--- src/rtl/ofdm_frame_ctrl_if.sv ---
// Handshake and datapath-steering bundle between the OFDM frame sequencer and its surroundings.
// master drives go/bit_valid/ifft_done; slave is the sequencer.
interface ofdm_frame_ctrl_if #(
    parameter int N_SUB = 8
);
    localparam int AW = $clog2(N_SUB);

    logic          go;
    logic          bit_valid;
    logic          ifft_done;
    logic          s2p_shift;
    logic          sc_wr_en;
    logic [AW-1:0] sc_wr_addr;
    logic          map_en;
    logic [AW-1:0] map_addr;
    logic          ifft_start;
    logic          rd_en;
    logic [AW-1:0] rd_addr;
    logic          out_valid;
    logic          busy;
    logic          frame_err;

    modport master (
        output go, bit_valid, ifft_done,
        input  s2p_shift, sc_wr_en, sc_wr_addr, map_en, map_addr, ifft_start,
        input  rd_en, rd_addr, out_valid, busy, frame_err
    );

    modport slave (
        input  go, bit_valid, ifft_done,
        output s2p_shift, sc_wr_en, sc_wr_addr, map_en, map_addr, ifft_start,
        output rd_en, rd_addr, out_valid, busy, frame_err
    );
endinterface

--- src/rtl/ofdm_frame_ctrl.sv ---
// OFDM frame sequencer: bit collection, mapper sweep, IFFT handshake, buffer readout to P2S.
// Define OFDM_CP_EN to prepend the CP_LEN cyclic-prefix reads to the output sequence.
//
// state      | meaning
// IDLE       | waiting for go
// COLLECT    | counting serial bits into subcarrier words
// MAP        | sweeping mapper entries 0..N_SUB-1
// IFFT_START | one-cycle IFFT kick, timeout timer loaded
// IFFT_WAIT  | waiting for ifft_done or timeout
// OUTPUT     | reading IFFT buffer toward P2S
// DONE       | one-cycle frame end, go decides next frame
module ofdm_frame_ctrl #(
    parameter int N_SUB        = 8,
    parameter int BITS_PER_SC  = 4,
    parameter int CP_LEN       = 2,
    parameter int IFFT_TIMEOUT = 64
) (
    input logic              clk_i,
    input logic              rst_ni,
    ofdm_frame_ctrl_if.slave bus
);
    localparam int AW = $clog2(N_SUB);
    localparam int CW = $clog2(N_SUB + CP_LEN) + 1;
    localparam int BW = (BITS_PER_SC > 1) ? $clog2(BITS_PER_SC) : 1;
    localparam int TW = (IFFT_TIMEOUT > 1) ? $clog2(IFFT_TIMEOUT) : 1;
`ifdef OFDM_CP_EN
    localparam int RD_TOTAL = N_SUB + CP_LEN;
`else
    localparam int RD_TOTAL = N_SUB;
`endif

    typedef enum logic [2:0] {
        IDLE       = 3'd0,
        COLLECT    = 3'd1,
        MAP        = 3'd2,
        IFFT_START = 3'd3,
        IFFT_WAIT  = 3'd4,
        OUTPUT     = 3'd5,
        DONE       = 3'd6
    } state_e;

    state_e        state_q, state_d;
    logic [BW-1:0] bit_cnt_q, bit_cnt_d;
    logic [AW-1:0] sc_cnt_q, sc_cnt_d;
    logic [CW-1:0] map_cnt_q, map_cnt_d;
    logic [CW-1:0] rd_cnt_q, rd_cnt_d;
    logic [TW-1:0] tmr_q, tmr_d;

    logic          sc_wr_en_q, sc_wr_en_d;
    logic [AW-1:0] sc_wr_addr_q, sc_wr_addr_d;
    logic          map_en_q, map_en_d;
    logic [AW-1:0] map_addr_q, map_addr_d;
    logic          ifft_start_q, ifft_start_d;
    logic          rd_en_q, rd_en_d;
    logic [AW-1:0] rd_addr_q, rd_addr_d;
    logic          out_valid_q, out_valid_d;
    logic          busy_q, busy_d;
    logic          frame_err_q, frame_err_d;

    logic word_done, frame_last, abort, timeout, overrun;

    assign word_done  = (state_q == COLLECT) && bus.bit_valid
                        && (bit_cnt_q == BW'(BITS_PER_SC - 1));
    assign frame_last = word_done && (sc_cnt_q == AW'(N_SUB - 1));
    // Dropping go together with the very last bit still completes the frame.
    assign abort      = (state_q == COLLECT) && !bus.go && !frame_last;
    assign timeout    = (state_q == IFFT_WAIT) && !bus.ifft_done && (tmr_q == '0);
    assign overrun    = bus.bit_valid && (state_q != IDLE) && (state_q != COLLECT);

    always_ff @(posedge clk_i) begin
        if (!rst_ni) begin
            state_q      <= IDLE;
            bit_cnt_q    <= '0;
            sc_cnt_q     <= '0;
            map_cnt_q    <= '0;
            rd_cnt_q     <= '0;
            tmr_q        <= '0;
            sc_wr_en_q   <= 1'b0;
            sc_wr_addr_q <= '0;
            map_en_q     <= 1'b0;
            map_addr_q   <= '0;
            ifft_start_q <= 1'b0;
            rd_en_q      <= 1'b0;
            rd_addr_q    <= '0;
            out_valid_q  <= 1'b0;
            busy_q       <= 1'b0;
            frame_err_q  <= 1'b0;
        end else begin
            state_q      <= state_d;
            bit_cnt_q    <= bit_cnt_d;
            sc_cnt_q     <= sc_cnt_d;
            map_cnt_q    <= map_cnt_d;
            rd_cnt_q     <= rd_cnt_d;
            tmr_q        <= tmr_d;
            sc_wr_en_q   <= sc_wr_en_d;
            sc_wr_addr_q <= sc_wr_addr_d;
            map_en_q     <= map_en_d;
            map_addr_q   <= map_addr_d;
            ifft_start_q <= ifft_start_d;
            rd_en_q      <= rd_en_d;
            rd_addr_q    <= rd_addr_d;
            out_valid_q  <= out_valid_d;
            busy_q       <= busy_d;
            frame_err_q  <= frame_err_d;
        end
    end

    always_comb begin
        state_d   = state_q;
        bit_cnt_d = '0;
        sc_cnt_d  = '0;
        map_cnt_d = '0;
        rd_cnt_d  = '0;
        tmr_d     = '0;
        unique case (state_q)
            IDLE: begin
                if (bus.go) state_d = COLLECT;
            end
            COLLECT: begin
                bit_cnt_d = bit_cnt_q;
                sc_cnt_d  = sc_cnt_q;
                if (abort) begin
                    state_d = IDLE;
                end else if (word_done) begin
                    bit_cnt_d = '0;
                    sc_cnt_d  = sc_cnt_q + AW'(1);
                    if (frame_last) state_d = MAP;
                end else if (bus.bit_valid) begin
                    bit_cnt_d = bit_cnt_q + BW'(1);
                end
            end
            MAP: begin
                map_cnt_d = map_cnt_q + CW'(1);
                if (map_cnt_q == CW'(N_SUB - 1)) begin
                    state_d   = IFFT_START;
                    map_cnt_d = '0;
                    tmr_d     = TW'(IFFT_TIMEOUT - 1);
                end
            end
            IFFT_START: begin
                state_d = IFFT_WAIT;
                tmr_d   = tmr_q - TW'(1);
            end
            IFFT_WAIT: begin
                tmr_d = tmr_q - TW'(1);
                if (bus.ifft_done)  state_d = OUTPUT;
                else if (timeout)   state_d = IDLE;
            end
            OUTPUT: begin
                rd_cnt_d = rd_cnt_q + CW'(1);
                if (rd_cnt_q == CW'(RD_TOTAL - 1)) begin
                    state_d  = DONE;
                    rd_cnt_d = '0;
                end
            end
            DONE: begin
                state_d = bus.go ? COLLECT : IDLE;
            end
            default: state_d = IDLE;
        endcase
    end

    // Registered outputs are decoded from the next state so they line up with state_q.
    always_comb begin
        bus.s2p_shift = (state_q == COLLECT) && bus.bit_valid;
        sc_wr_en_d    = word_done && !abort;
        sc_wr_addr_d  = sc_wr_en_d ? sc_cnt_q : '0;
        map_en_d      = (state_d == MAP);
        map_addr_d    = map_en_d ? map_cnt_d[AW-1:0] : '0;
        ifft_start_d  = (state_d == IFFT_START);
        rd_en_d       = (state_d == OUTPUT);
`ifdef OFDM_CP_EN
        rd_addr_d     = rd_en_d ? (rd_cnt_d[AW-1:0] + AW'(N_SUB - CP_LEN)) : '0;
`else
        rd_addr_d     = rd_en_d ? rd_cnt_d[AW-1:0] : '0;
`endif
        out_valid_d   = rd_en_q;
        busy_d        = (state_d != IDLE);
        frame_err_d   = abort || timeout || overrun;
    end

    assign bus.sc_wr_en   = sc_wr_en_q;
    assign bus.sc_wr_addr = sc_wr_addr_q;
    assign bus.map_en     = map_en_q;
    assign bus.map_addr   = map_addr_q;
    assign bus.ifft_start = ifft_start_q;
    assign bus.rd_en      = rd_en_q;
    assign bus.rd_addr    = rd_addr_q;
    assign bus.out_valid  = out_valid_q;
    assign bus.busy       = busy_q;
    assign bus.frame_err  = frame_err_q;
endmodule

--- src/flat_wrapper.sv ---
// flat-port wrapper written by rule: the top's interface ports become plain ports
module ofdm_frame_ctrl_flat 
#(
    parameter int N_SUB        = 8,
    parameter int BITS_PER_SC  = 4,
    parameter int CP_LEN       = 2,
    parameter int IFFT_TIMEOUT = 64
)
  (clk_i, rst_ni, bus_go, bus_bit_valid, bus_ifft_done, bus_s2p_shift, bus_sc_wr_en, bus_sc_wr_addr, bus_map_en, bus_map_addr, bus_ifft_start, bus_rd_en, bus_rd_addr, bus_out_valid, bus_busy, bus_frame_err);
  ofdm_frame_ctrl_if #(.N_SUB(N_SUB)) bus_i ();
  input logic clk_i;
  input logic rst_ni;
  input wire logic [$bits(bus_i.go)-1:0] bus_go;
  input wire logic [$bits(bus_i.bit_valid)-1:0] bus_bit_valid;
  input wire logic [$bits(bus_i.ifft_done)-1:0] bus_ifft_done;
  output wire logic [$bits(bus_i.s2p_shift)-1:0] bus_s2p_shift;
  output wire logic [$bits(bus_i.sc_wr_en)-1:0] bus_sc_wr_en;
  output wire logic [$bits(bus_i.sc_wr_addr)-1:0] bus_sc_wr_addr;
  output wire logic [$bits(bus_i.map_en)-1:0] bus_map_en;
  output wire logic [$bits(bus_i.map_addr)-1:0] bus_map_addr;
  output wire logic [$bits(bus_i.ifft_start)-1:0] bus_ifft_start;
  output wire logic [$bits(bus_i.rd_en)-1:0] bus_rd_en;
  output wire logic [$bits(bus_i.rd_addr)-1:0] bus_rd_addr;
  output wire logic [$bits(bus_i.out_valid)-1:0] bus_out_valid;
  output wire logic [$bits(bus_i.busy)-1:0] bus_busy;
  output wire logic [$bits(bus_i.frame_err)-1:0] bus_frame_err;
  assign bus_i.go = bus_go;
  assign bus_i.bit_valid = bus_bit_valid;
  assign bus_i.ifft_done = bus_ifft_done;
  assign bus_s2p_shift = bus_i.s2p_shift;
  assign bus_sc_wr_en = bus_i.sc_wr_en;
  assign bus_sc_wr_addr = bus_i.sc_wr_addr;
  assign bus_map_en = bus_i.map_en;
  assign bus_map_addr = bus_i.map_addr;
  assign bus_ifft_start = bus_i.ifft_start;
  assign bus_rd_en = bus_i.rd_en;
  assign bus_rd_addr = bus_i.rd_addr;
  assign bus_out_valid = bus_i.out_valid;
  assign bus_busy = bus_i.busy;
  assign bus_frame_err = bus_i.frame_err;
  ofdm_frame_ctrl #(.N_SUB(N_SUB), .BITS_PER_SC(BITS_PER_SC), .CP_LEN(CP_LEN), .IFFT_TIMEOUT(IFFT_TIMEOUT)) u_core (.clk_i(clk_i), .rst_ni(rst_ni), .bus(bus_i));
endmodule
--- config.mk ---
export PLATFORM = sky130hd
export DESIGN_NAME = ofdm_frame_ctrl_flat
export DESIGN_NICKNAME = d
export VERILOG_FILES = /design/src/rtl/ofdm_frame_ctrl_if.sv /design/src/rtl/ofdm_frame_ctrl.sv /design/src/flat_wrapper.sv
export SDC_FILE = /design/constraint.sdc
export NUM_CORES = 1
export LEC_CHECK = 0
export ABC_AREA = 1
export CAP_MARGIN = 20
export CORE_MARGIN = 2
export CORE_UTILIZATION = 57
export CTS_CLUSTER_DIAMETER = 30
export DETAILED_ROUTE_END_ITERATION = 10
export PLACE_DENSITY = 0.82
export SYNTH_ARGS = -nofsm -noshare
export SYNTH_HDL_FRONTEND = slang
export SYNTH_SLANG_ARGS = --single-unit
--- constraint.sdc ---
create_clock -name clk_i -period 4.3 [get_ports clk_i]
set_clock_uncertainty 0.15 [all_clocks]
set_input_delay 0.86 -clock clk_i [delete_from_list [all_inputs] [get_ports clk_i]]
set_output_delay 0.86 -clock clk_i [all_outputs]
set_load 0.02 [all_outputs]
==> summary.md <==
| Metric | Value |
|---|---|
| CTS clk-pin slew, worst paths | around 120 ps |
| Final Hold Viols | 0 |
| Crit-path slowest cell | clkdlybuf4s50_1 |
| Crit path launch type | input pin |
| Final ANT Viol Nets | 0 |
| Final net count | 243 |
| CP endpoint kind | primary output |
| DR vias/cell | between 5 and 6 |
| Hold buffer count at cts | 0 |
| Post-synth top area cell | dfxtp_1 |
| Ys async rst share | 0% |
| Period utilization | ~78% |
| Max Clk Rate | approximately 0.3 GHz |
| Remaining DRCs | 0 |
| Min Hold Slack | roughly 310 ps |
| GRT Util Overall | 20.2% |
| Syn Inst Count | just over 200 |
| DRT Wirelength | 2.94 mm |
| Area contributors post-synth | dfxtp_1 (48%), nor2_1 (8.1%), nand2_1 (6.8%), inv_1 (5.9%), ha_1 (5.3%) |
| Htree depth | 2 |
| CTS Sinks | 40 |
| Pwr dens | slightly below 300 mW/mm^2 |
| # fillers | between 200 and 250 |
| Vias in the first global route | around 1300 |
| Crit Path Max Fanout | 7 |
| Initial Utilization | 60.4% |
| Die area | ~0.0034 mm^2 |
| Unique masters post-synth | 27 |
| Post-layout minimum cycle time | 3370 ps |
| Die width | between 50 and 60 um |
| Ys Warns | 0 |
| Worst Hold Class | flop to flop |
| Post-synth EDFFs | 0 |
| Clock Tree Root | clkbuf_4 |
| MaxCap Viol Count | 0 |
| Final setup viols | 0 |
| IO Count | 22 |
| # diodes | 0 |
| Crit path kind | input pin to primary output |
| Clk buf depth | 2 |
| Area of the core | between 0.002 and 0.003 mm^2 |
| DPL Wire Length | between 2 and 2.5 mm |
| Most numerous cell on the critical path | clkdlybuf4s50_1 |
| Grt total ovfl | 0 |
| Status | finished, final reports clean |
| CP Buf/Inv Count | 3 |
| Slew @ Worst Pin | 476 ps |
| First-pass GRT wire length | 5.15 mm |
| Die Ht | 58.1 um |
| Syn nets | between 200 and 250 |
| Synthesized area per cell | 8.13 um^2 |
| Max Slew Vio Count | 0 |
| Worst path required time | 3290 ps |
| CTS tree | built |
| Clock Latency Late Sink | around 350 ps |
| Post-cts resize count | 0 |
| CP top delay family | buffers and inverters |
| Largest stage delay, worst path | 630 ps |
| Largest net degree at the start of global routing | 16 |
| Slew margin rel. | about two thirds |
| Via Count | around 1300 |
| VDD IR max | about 0.00029 V |
| Leak pwr | around 0.8 nW |
| WL per Instance | between 10 and 15 um |
| Worst path cell trace | clkdlybuf4s50_1, inv_1, nor2_4, clkdlybuf4s50_1 |
| Antenna violations before repair | 0 |
| Setup TNS | 0 ps |
| Rows | 19 |
| Post-synthesis sequential area ratio | ~48% |
| Area grow syn2layout | 17.0% |
| Syn Std Cell Area | approximately 0.0017 mm^2 |
| DRT Pass-1 Iters | 4 |
| DR iter-0 viols | 34 |
| Synth Register Bits | 40 |
| Ratio of cells with drive above 1 in the final layout | roughly a tenth |
| CTS Buf Count | 5 |
| CP arrival | roughly 2400 ps |
| GP Congestion | about 0.77 |
| Setup Buffers After CTS | 0 |
| PortBufs | 21 |
| Main flop type after synthesis | dfxtp_1 |
| Post-synth top area share | around half |
| Unrepaired setup endpoints after global routing | no |
[where the power goes]
part           internal (mW)  switching [mW]
combinational        0.00892          0.0145
clock                 0.0596           0.120
sequential             0.372         0.00145
[final cells by class]
type                       instances  area [um^2]  share of cell area [%]
clock buffer                       5         37.5                    1.92
clock inverter                     2         12.5                   0.641
inverter                          29          109                    5.58
multi-input combinational        134          742                    38.0
sequential                        40          801                    41.1
tap                               31         38.8                    1.99
timing repair buffer              21          210                    10.8
[flip-flops by register name, indices dropped and copies added, names as in the netlist]
signal,count
u_core.bus.rd_en,1
u_core.state_q,3
u_core.tmr_q,6
u_core.bus.map_addr,3
u_core.bus.busy,1
u_core.bus.sc_wr_en,1
u_core.sc_cnt_q,3
u_core.bus.ifft_start,1
u_core.map_cnt_q,5
u_core.bus.map_en,1
u_core.bit_cnt_q,2
u_core.rd_cnt_q,5
u_core.bus.out_valid,1
u_core.bus.frame_err,1
u_core.bus.sc_wr_addr,3
u_core.bus.rd_addr,3
[placed cells by master (no fill, tap or decap), drive strengths merged]
cell           instances
clkdlybuf4s50         21
clkbuf                 5
a211oi                 1
o21ai                  7
nand3                 11
inv                   29
ha                     7
nor3                   2
nor2                  42
o2111ai                1
nor4                   4
or2                    1
clkinvlp               1
dfxtp                 40
a31oi                  2
nand3b                 2
a21boi                 1
xor2                   5
clkinv                 1
nand2                 33
nor3b                  1
a21oi                 14
[cell families (layout without fill, tap and decap cells)]
group | count (synthesis) | in the layout | share of synthesized area (%)
buffers and inverters | 31 | 57 | 7.43
and+or+nand+nor | 96 | 96 | 26.9
AOI/OAI and AO/OA | 26 | 26 | 9.76
DFF | 40 | 40 | 48.0
adders and majority gates | 7 | 7 | 5.26
xor gates and xnor gates | 5 | 5 | 2.63
[routing by layer]
layer	share of wire, %	vias up	global-route usage (%)
met5	0	-	0
met4	1.9	0	10.6
met3	3.0	7	4.02
met1	47	599	24.6
met2	48	19	33.6
li1	-	703	-
[final timing paths]
kind,start,to,slack (ps),cells after the start
worst min-delay path,u_core.bus.rd_en$_SDFF_PN0_,u_core.bus.out_valid$_SDFF_PN0_,310,2
worst min register to register,u_core.bus.rd_en$_SDFF_PN0_,u_core.bus.out_valid$_SDFF_PN0_,310,2
worst max-delay path,bus_bit_valid,bus_s2p_shift,930,4
worst max register to register,u_core.sc_cnt_q[0]$_SDFFE_PN0P_,u_core.bus.busy$_SDFF_PN0_,2540,7
[per-stage QoR]
step | worst slack (ps) | total power, mW | cells | util, % | cell area (um^2)
3_5_place_dp | 943 | 0.405 | 255 | 68.9 | 1900
6_report | 934 | 0.576 | 262 | 70.7 | 1950
2_1_floorplan | 2200 | 0.394 | 205 | - | 1670
5_1_grt | 881 | 0.593 | 262 | 70.7 | 1950
3_3_place_gp | 958 | 0.404 | 255 | 68.9 | 1900
4_1_cts | 941 | 0.580 | 262 | 70.7 | 1950
[Yosys cell counts, types with 2 or more instances]
library cell	n
xor2_1	5
nor4_1	4
nor2_4	2
o21ai_0	6
nand2_1	30
inv_1	26
nor2_1	36
nand2_2	3
nand3_1	9
a21oi_1	14
nor2_2	4
inv_2	3
nand3_2	2
a31oi_1	2
nand3b_1	2
ha_1	7
dfxtp_1	40
[tightest hold or removal path: stages (launching register included)]
cell and delay [ps]:
dfxtp_1 330, nand2_1 60, inv_1 30
Note: power is estimated with default switching activity, not from simulation.
